--- src/rtl/div3_pkg.sv ---
// Shared types and sizing helpers for the divide-by-3 request scheduler.
package div3_pkg;

    typedef enum logic [2:0] {
        S_IDLE = 3'd0,
        S_LOAD = 3'd1,
        S_RUN  = 3'd2,
        S_CAPT = 3'd3,
        S_RESP = 3'd4
    } div3_sched_state_t;

    function automatic int unsigned div3_steps(input int unsigned size);
        return size / 4;
    endfunction

    function automatic int unsigned div3_cnt_w(input int unsigned size, input int unsigned pipe_lat);
        return $clog2(size / 4 + pipe_lat + 1);
    endfunction

    localparam int unsigned DIV3_CNT_W = div3_cnt_w(20, 0);

endpackage

--- src/rtl/div3_rr_arbiter.sv ---
// Combinational round-robin pick: first active request after last_grant, wrapping modulo NREQ.
module div3_rr_arbiter #(
    parameter int unsigned NREQ = 4,
    parameter int unsigned IDW  = $clog2(NREQ)
) (
    input  logic [NREQ-1:0] req,
    input  logic [IDW-1:0]  last_grant,
    output logic [IDW-1:0]  winner,
    output logic            valid
);

    logic [IDW:0] w_idx;

    always_comb begin
        winner = '0;
        w_idx  = '0;
        // Walk from the farthest offset to the nearest so the nearest active requester wins.
        for (int unsigned i = NREQ; i >= 1; i--) begin
            w_idx = {1'b0, last_grant} + (IDW+1)'(i);
            if (w_idx >= (IDW+1)'(NREQ)) begin
                w_idx = w_idx - (IDW+1)'(NREQ);
            end
            if (req[w_idx[IDW-1:0]]) begin
                winner = w_idx[IDW-1:0];
            end
        end
    end

    assign valid = |req;

endmodule

--- src/rtl/div3_request_scheduler.sv ---
// Arbitrates divide requests, sequences the shared divide-by-3 datapath and returns
// the captured result on a valid/ready response port tagged with the requester ID.
module div3_request_scheduler
    import div3_pkg::*;
#(
    parameter int unsigned SIZE     = 20,
    parameter int unsigned NREQ     = 4,
    parameter int unsigned PIPE_LAT = 0
) (
    input  logic                     sys_clock,
    input  logic                     reset_n,
    input  logic [NREQ-1:0]          req,
    input  logic [NREQ*SIZE-1:0]     req_dividend,
    output logic [NREQ-1:0]          grant,
    output logic                     busy,
    output logic                     div_shift_en,
    output logic [SIZE-1:0]          div_divident,
    input  logic [SIZE-1:0]          div_quotient,
    input  logic [1:0]               div_reminder,
    output logic                     rsp_valid,
    input  logic                     rsp_ready,
    output logic [$clog2(NREQ)-1:0]  rsp_id,
    output logic [SIZE-1:0]          rsp_quotient,
    output logic [1:0]               rsp_reminder
);

    localparam int unsigned STEPS   = div3_steps(SIZE);
    localparam int unsigned RUN_LEN = STEPS + PIPE_LAT;
    localparam int unsigned CNT_W   = div3_cnt_w(SIZE, PIPE_LAT);
    localparam int unsigned IDW     = $clog2(NREQ);

    div3_sched_state_t r_state;
    logic [IDW-1:0]    r_id;
    logic [IDW-1:0]    r_last_grant;
    logic [CNT_W-1:0]  r_cnt;
    logic              r_shift_en;
    logic [SIZE-1:0]   r_divident;
    logic [IDW-1:0]    r_rsp_id;
    logic [SIZE-1:0]   r_rsp_quotient;
    logic [1:0]        r_rsp_reminder;

    logic [IDW-1:0]    w_winner;
    logic              w_arb_valid;
    logic [SIZE-1:0]   w_dividends [NREQ];

    for (genvar g = 0; g < NREQ; g++) begin : g_div_slice
        assign w_dividends[g] = req_dividend[g*SIZE +: SIZE];
    end

    div3_rr_arbiter #(
        .NREQ (NREQ),
        .IDW  (IDW)
    ) u_arb (
        .req        (req),
        .last_grant (r_last_grant),
        .winner     (w_winner),
        .valid      (w_arb_valid)
    );

    always_ff @(posedge sys_clock or negedge reset_n) begin
        if (!reset_n) begin
            r_state        <= S_IDLE;
            r_id           <= '0;
            r_last_grant   <= IDW'(NREQ - 1);
            r_cnt          <= '0;
            r_shift_en     <= 1'b0;
            r_divident     <= '0;
            r_rsp_id       <= '0;
            r_rsp_quotient <= '0;
            r_rsp_reminder <= '0;
        end else begin
            r_shift_en <= 1'b0;
            case (r_state)
                S_IDLE: begin
                    if (w_arb_valid) begin
                        r_id       <= w_winner;
                        r_divident <= w_dividends[w_winner];
                        r_shift_en <= 1'b1;
                        r_state    <= S_LOAD;
                    end
                end
                S_LOAD: begin
                    r_last_grant <= r_id;
                    r_cnt        <= '0;
                    r_state      <= S_RUN;
                end
                S_RUN: begin
                    r_cnt <= r_cnt + CNT_W'(1);
                    if (r_cnt == CNT_W'(RUN_LEN - 1)) begin
                        r_state <= S_CAPT;
                    end
                end
                S_CAPT: begin
                    // Datapath result is valid only in this cycle; it keeps shifting afterwards.
                    r_rsp_quotient <= div_quotient;
                    r_rsp_reminder <= div_reminder;
                    r_rsp_id       <= r_id;
                    r_state        <= S_RESP;
                end
                S_RESP: begin
                    if (rsp_ready) begin
                        r_state <= S_IDLE;
                    end
                end
                default: r_state <= S_IDLE;
            endcase
        end
    end

    assign grant        = (r_state == S_LOAD) ? (NREQ'(1) << r_id) : '0;
    assign busy         = (r_state != S_IDLE);
    assign rsp_valid    = (r_state == S_RESP);
    assign div_shift_en = r_shift_en;
    assign div_divident = r_divident;
    assign rsp_id       = r_rsp_id;
    assign rsp_quotient = r_rsp_quotient;
    assign rsp_reminder = r_rsp_reminder;

endmodule
--- config.mk ---
export PLATFORM = sky130hd
export DESIGN_NAME = div3_request_scheduler
export DESIGN_NICKNAME = d
export VERILOG_FILES = /design/src/rtl/div3_pkg.sv /design/src/rtl/div3_rr_arbiter.sv /design/src/rtl/div3_request_scheduler.sv
export SDC_FILE = /design/constraint.sdc
export NUM_CORES = 1
export LEC_CHECK = 0
export ABC_AREA = 1
export CAP_MARGIN = 30
export CORE_MARGIN = 2
export CORE_UTILIZATION = 35
export DETAILED_ROUTE_END_ITERATION = 10
export HOLD_SLACK_MARGIN = 0.03
export PLACE_DENSITY = 0.7
export SYNTH_ARGS = -nofsm -noshare
export SYNTH_HDL_FRONTEND = slang
export SYNTH_HIERARCHICAL = 1
export SYNTH_SLANG_ARGS = --single-unit
--- constraint.sdc ---
create_clock -name sys_clock -period 4.3 [get_ports sys_clock]
set_input_delay 0.43 -clock sys_clock [delete_from_list [all_inputs] [get_ports sys_clock]]
set_output_delay 0.43 -clock sys_clock [all_outputs]
set_load 0.05 [all_outputs]
==> out/qor.yml, run 1 <==
outcome: "complete, no violations"
final-hold-violation-count: 0
fin_setup_tns_ps: 0
yosys.cell_types.count: 26
min_tclk_post_route_ps: 2690
achievable-frequency_mhz: 372
final-setup-viol-count: 0
power.density_cell_area_nw_per_um2: 816
critical_path_peak_fanout: 6
post_cts_resize_count: 0
finalCritPeriodShare_pct: 62.5
p_leak_nw: 2.84
most_used_flip_flop_cell_after_synthesis: "sky130_fd_sc_hd__dfrtp_1"
cp_data_required_time_ps: 3870
crit_path_start: "r_state[1]$_DFFE_PN0P_"
final_cells: 810
drt_first_iter_violations: 105
fin_nets: 787
maxCapViolations: 0
die-width_um: 103
clkLatencyLatePin_ps: 300
yosysTopAreaCell: "sky130_fd_sc_hd__dfrtp_1"
timing.clock.skew_ps: 6.25
netlist.area_leader.share_pct: 38.6
pin_count_of_the_biggest_net_entering_global_routing: 50
yosysWarningCount: 6
number_of_buffers_on_the_longest_clock_path: 2
cts_buffers: 5
first_pass_grt_wire_length_um: 14600
post_cts_hold_buffer_count: 0
area_delta_synth_final_pct: 51.5
r2r_start: "r_last_grant[0]$_DFFE_PN1P_"
tritoncts_num_sinks: 55
placed_cells: 802
route.detailed.drc: 0
grt_pass1_vias: 3316
via_per_inst: 4.29
drive_above_1_share_pct: 5.76
tightestPinTransition_ps: 835
final_design_area_no_fill_sq_um: 5200
hold_path.class: "in -> async"
num_io_pins: 160
post_synth.cell_area_avg_sq_um: 6.49
num_vias: 3476
dpl_cell_area_sq_um: 5100
cts_setup_buffers: 0
postSynthRegisterBits: 55
grt_antenna_before_repair: 0
final-seq-area_sq_um: 1380
post_synth_and_or_nand_nor_area_fraction_pct: 35.3
worstSetupPathType: "reg -> out"
arrival_ps: 2260
antenna_cells: 0
place_congestion: 0.833
overall_global_routing_usage_pct: 16.7
multi_input_comb_area_sq_um: 1450
h-tree-depth: 2
setup.worst_path.end_class: "primary output"
floorplan.rows: 36
tritoncts: "yes"
synthAdderAreaFrac_pct: 0.728
dp_hpwl_um: 7050
numPortBuffers: 159
drt_pass1_iterations: 4
synth-compound-area-share_pct: 5.94
grt_setup_unrepaired: "false"
cts_root_buf: "sky130_fd_sc_hd__clkbuf_8"
ys_top_cells_by_area: "sky130_fd_sc_hd__dfrtp_1 39%, sky130_fd_sc_hd__nand2_1 24%, sky130_fd_sc_hd__inv_1 13%, sky130_fd_sc_hd__nand3_1 7.0%, sky130_fd_sc_hd__o21ai_0 3.5%"
worstRegToRegCells: 13
floorplan.initialDensity_pct: 35.6
route.detailed.wl_per_inst_um: 10.9
design.core.area_sq_um: 9640
postSynthCellCount: 529
dieArea_sq_um: 10600
asyncSetResetFlopFracSynth_pct: 100
yosysSeqAreaShare_pct: 40.1
clkSlewWorstSetupHoldPaths_ps: 100
top_count_cell_post_synth: "sky130_fd_sc_hd__nand2_1"
n_fill_cell: 962
timing.final.max_slew_violations: 0
dominant_combinational_cell_family_by_area_after_synthesis: "simple AND/OR/NAND/NOR gates"
slew-limit-headroom_pct: 44.3
number_of_flops_mapped_to_enable_cells_by_yosys: 0
post_synth_instance_area_sq_um: 3440
synth_nets: 640
synth_xor_xnor_area_share_pct: 0.255
finalWirelength_um: 8870
synth_commonest_cells: "217 x sky130_fd_sc_hd__nand2_1, 121 x sky130_fd_sc_hd__inv_1, 53 x sky130_fd_sc_hd__dfrtp_1"
start_kind: "flop"
detail-route-antenna-nets: 0
yosys-mux-area-fraction_pct: 0
die_y_um: 103
grt-ovfl-total: 0
vdd.ir_drop.worst_mv: 0.321
==> sequential cells by signal (all words and copies together), names as in the netlist <==
signal	count
rsp_id	2
div_shift_en	1
rsp_reminder	2
div_divident	20
r_last_grant	2
rsp_quotient	20
r_id	2
r_cnt	3
r_state	3
==> layout by cell type, fill, tap and decap left out, types with 2 or more instances in the layout <==
cell type	instances
sky130_fd_sc_hd__nand2_1	217
sky130_fd_sc_hd__clkdlybuf4s50_1	158
sky130_fd_sc_hd__inv_1	121
sky130_fd_sc_hd__dfrtp_1	53
sky130_fd_sc_hd__nand3_1	48
sky130_fd_sc_hd__o21ai_0	24
sky130_fd_sc_hd__o21ai_2	8
sky130_fd_sc_hd__nor2_1	7
sky130_fd_sc_hd__clkbuf_8	6
sky130_fd_sc_hd__nand2_2	6
sky130_fd_sc_hd__nand3b_1	3
sky130_fd_sc_hd__buf_4	3
sky130_fd_sc_hd__nor3_1	2
sky130_fd_sc_hd__nand3_2	2
sky130_fd_sc_hd__inv_2	2
sky130_fd_sc_hd__ha_1	2
sky130_fd_sc_hd__dfstp_2	2
sky130_fd_sc_hd__inv_4	2
sky130_fd_sc_hd__nand2_4	2
==> metrics by stage <==
stage | power (mW) | utilization (%) | hold slack, ps | setup WS [ps]
finish | 4.24 | 54.0 | 83.1 | 1610
global placement | 3.87 | 52.7 | 434 | 1490
detailed placement | 3.98 | 53.0 | 437 | 1640
CTS | 4.29 | 54.0 | 99.3 | 1590
global route | 4.62 | 54.0 | 120 | 1490
floorplan | 3.12 | - | 134 | 2100
==> where the power goes <==
part | internal, mW | switching (mW) | total, mW
clock network | 0.132 | 0.163 | 0.295
registers | 0.784 | 0.183 | 0.967
logic | 1.01 | 1.97 | 2.98
==> cell type report <==
type                            instances  area share [%]
Clock inverter                          2           0.313
Inverter                              125            9.11
Multi-Input combinational cell        326            27.8
Tap cell                              133            3.20
Timing Repair Buffer                  163            31.4
Sequential cell                        55            26.5
Clock buffer                            6            1.59
==> cells by family (layout without fill, tap and decap cells) <==
logic type / Yosys count / in the layout
AO/OA/AOI/OAI: 34 / 34
flip-flops: 55 / 55
AND/OR/NAND/NOR: 289 / 289
buffers and inverters: 148 / 296
adder cells (fa/ha/maj): 2 / 2
XOR/XNOR: 1 / 1
==> worst max-delay path: stages (launching register included) <==
cell and delay [ps]:
sky130_fd_sc_hd__dfrtp_1 460, sky130_fd_sc_hd__inv_1 150, sky130_fd_sc_hd__nand3_1 200, sky130_fd_sc_hd__inv_1 120
sky130_fd_sc_hd__nand2_1 80, sky130_fd_sc_hd__nor2_1 120, sky130_fd_sc_hd__clkdlybuf4s50_1 830
==> per-layer routing <==
layer | up-vias | track usage, % | wire (um)
li1 | 1836 | - | -
met5 | - | 0 | 0
met3 | 10 | 2.98 | 475
met1 | 1521 | 21.2 | 3980
met4 | 0 | 4.35 | 127
met2 | 109 | 29.4 | 4280
==> path summary, 6_finish.rpt <==
check,to,slack (ps)
setup / recovery,grant[1],1610
min in group sys_clock,div_divident[3]$_DFFE_PN0P_,490
setup reg to reg,div_divident[3]$_DFFE_PN0P_,1860
hold reg to reg,div_divident[3]$_DFFE_PN0P_,490
max in group asynchronous,r_last_grant[0]$_DFFE_PN1P_,3370
hold / removal,div_divident[17]$_DFFE_PN0P_,80
(Power assumes the default switching activity.)
==> inputs of run 2 (changes only) <==
Clock period 4.3 ns to 2.6 ns, I/O delays scaled along.
==> run 2 against run 1 <==
Effect of this change: count of clock-buffer cells in the layout did not move; first-iteration DRC count grew 37%; flip-flop and latch count unchanged; hold slack worse by 2.0 ps; largest cell class unchanged; final area is 0.51% higher; total power up 67%; sequential share of layout area shrank 0.13 points; largest power group unchanged; worst setup slack worse by 1400 ps; core utilization increased by 0.27 points; combinational power up 65%; die area stayed put.
==> out/qor.yml, run 2 (synthesis gave the netlist of run 1 again) <==
vdd.ir_drop.worst_mv: 0.503
achievable-frequency_mhz: 425
mostFrequentLayoutCell: "sky130_fd_sc_hd__nand2_1"
floorplan.rows: 36
crit_path_top_delay_cell: "sky130_fd_sc_hd__clkdlybuf4s50_1"
cp_slowest_stage_delay_ps: 830
outcome: "complete, no violations"
seq_power_share_pct: 22.5
critical_path_peak_fanout: 6
dieArea_sq_um: 10600
finalWirelength_um: 8910
numPortBuffers: 159
cts_setup_buffers: 0
timing.final.max_slew_violations: 0
grt_setup_unrepaired: "false"
netSwitchingFraction_pct: 54.0
number_of_buffers_on_the_longest_clock_path: 2
power.density_cell_area_nw_per_um2: 1360
num_vias: 3478
internal-power_mw: 3.27
start_kind: "flop"
drive_above_1_share_pct: 5.90
clkLatencyLatePin_ps: 300
place_congestion: 0.811
crit_path_cell_trace: "inv_1 > nand3_1 > nor3_1 > clkdlybuf4s50_1"
final-hold-violation-count: 0
grt_pass1_vias: 3192
floorplan.initialDensity_pct: 35.6
tritoncts: "yes"
hold_path.class: "in -> async"
post_cts_hold_buffer_count: 0
overall_global_routing_usage_pct: 16.9
setup.worst_path.end_class: "primary output"
p_leak_nw: 2.91
final-setup-viol-count: 0
report.power.total_mw: 7.10
min_tclk_post_route_ps: 2350
tightestPinTransition_ps: 827
tritoncts_num_sinks: 55
die_y_um: 103
worstSetupPathType: "reg -> out"
detail-route-antenna-nets: 0
fin_nets: 788
fin_setup_tns_ps: 0
switching_power_mw: 3.84
cts_buffers: 5
drt_pass1_iterations: 4
finalCritPeriodShare_pct: 90.5
route.detailed.drc: 0
drt_first_iter_violations: 144
antenna_cells: 0
first_pass_grt_wire_length_um: 14400
grt-ovfl-total: 0
via_per_inst: 4.29
route.detailed.wl_per_inst_um: 11.0
dp_hpwl_um: 6950
clock_power_share_pct: 8.2
area_delta_synth_final_pct: 52.2
cp_data_required_time_ps: 2340
mostFrequentLayoutCells: "217 x sky130_fd_sc_hd__nand2_1, 155 x sky130_fd_sc_hd__clkdlybuf4s50_1, 121 x sky130_fd_sc_hd__inv_1"
grt_antenna_before_repair: 0
p_comb_share_pct: 69.3
slew-limit-headroom_pct: 44.8
clkSlewWorstSetupHoldPaths_ps: 90
pin_count_of_the_biggest_net_entering_global_routing: 56
h-tree-depth: 2
die-width_um: 103
hold-worst-slack_ps: 81.2
maxCapViolations: 0
num_io_pins: 160
arrival_ps: 2090
design.core.area_sq_um: 9640
timing.clock.skew_ps: 6.93
cts_root_buf: "sky130_fd_sc_hd__clkbuf_8"
run 2: per-stage QoR:
step / cell area, sq um / worst slack, ps / std cells / util [%]
6_report: 5230 / 248 / 811 / 54.3
3_3_place_gp: 5100 / 396 / 803 / 53.0
5_1_grt: 5230 / 101 / 811 / 54.3
4_1_cts: 5220 / 132 / 811 / 54.2
3_5_place_dp: 5100 / 360 / 803 / 53.0
2_1_floorplan: 3440 / 569 / 529 / -
run 2: final cells by class:
cell class	instances	area [sq um]
fill	954	4410
clock inverter	2	35.0
sequential	55	1380
tap	133	166
inverter	125	474
multi-input combinational	326	1450
clock buffer	6	82.6
timing repair buffer	164	1640
run 2: final timing paths:
| check | start | slack [ps] | cells past startpoint | end |
|---|---|---|---|---|
| worst max-delay path | r_state[1]$_DFFE_PN0P_ | 250 | 4 | grant[0] |
| worst min-delay path | reset_n | 80 | 2 | r_state[2]$_DFFE_PN0P_ |
| worst max register to register | r_last_grant[0]$_DFFE_PN1P_ | 390 | 12 | div_divident[3]$_DFFE_PN0P_ |
| worst min register to register | div_divident[10]$_DFFE_PN0P_ | 490 | 2 | div_divident[10]$_DFFE_PN0P_ |
| max in group asynchronous | reset_n | 2070 | 2 | div_divident[1]$_DFFE_PN0P_ |
| min in group sys_clock | div_divident[10]$_DFFE_PN0P_ | 490 | 2 | div_divident[10]$_DFFE_PN0P_ |
run 2: power by group through the flow:
stage	sequential (mW)	combinational (mW)	clock [mW]
2_1_floorplan	2.72	2.45	0
3_3_place_gp	1.60	4.90	0
3_5_place_dp	1.62	4.94	0
4_1_cts	1.61	4.97	0.608
5_1_grt	1.65	5.44	0.650
6_report	1.60	4.92	0.586
run 2: worst max-delay path, delay by kind of cell, from the launching register on:
family,cells,cell delay (ps)
buf+inv,2,980
simple gates,2,370
flops,1,450
run 2: repair_timing:
| item | CTS | global route |
|---|---|---|
| endpoints found under the setup margin | 0 | 3 |
| resized for setup | 0 | 3 |
| hold endpoints to repair | 0 | 0 |
run 2: routing by layer:
layer | track usage, % | wire length [um]
met5 | 0 | 0
met3 | 3.05 | 535
met2 | 29.6 | 4430
met1 | 21.7 | 3890
met4 | 3.44 | 51
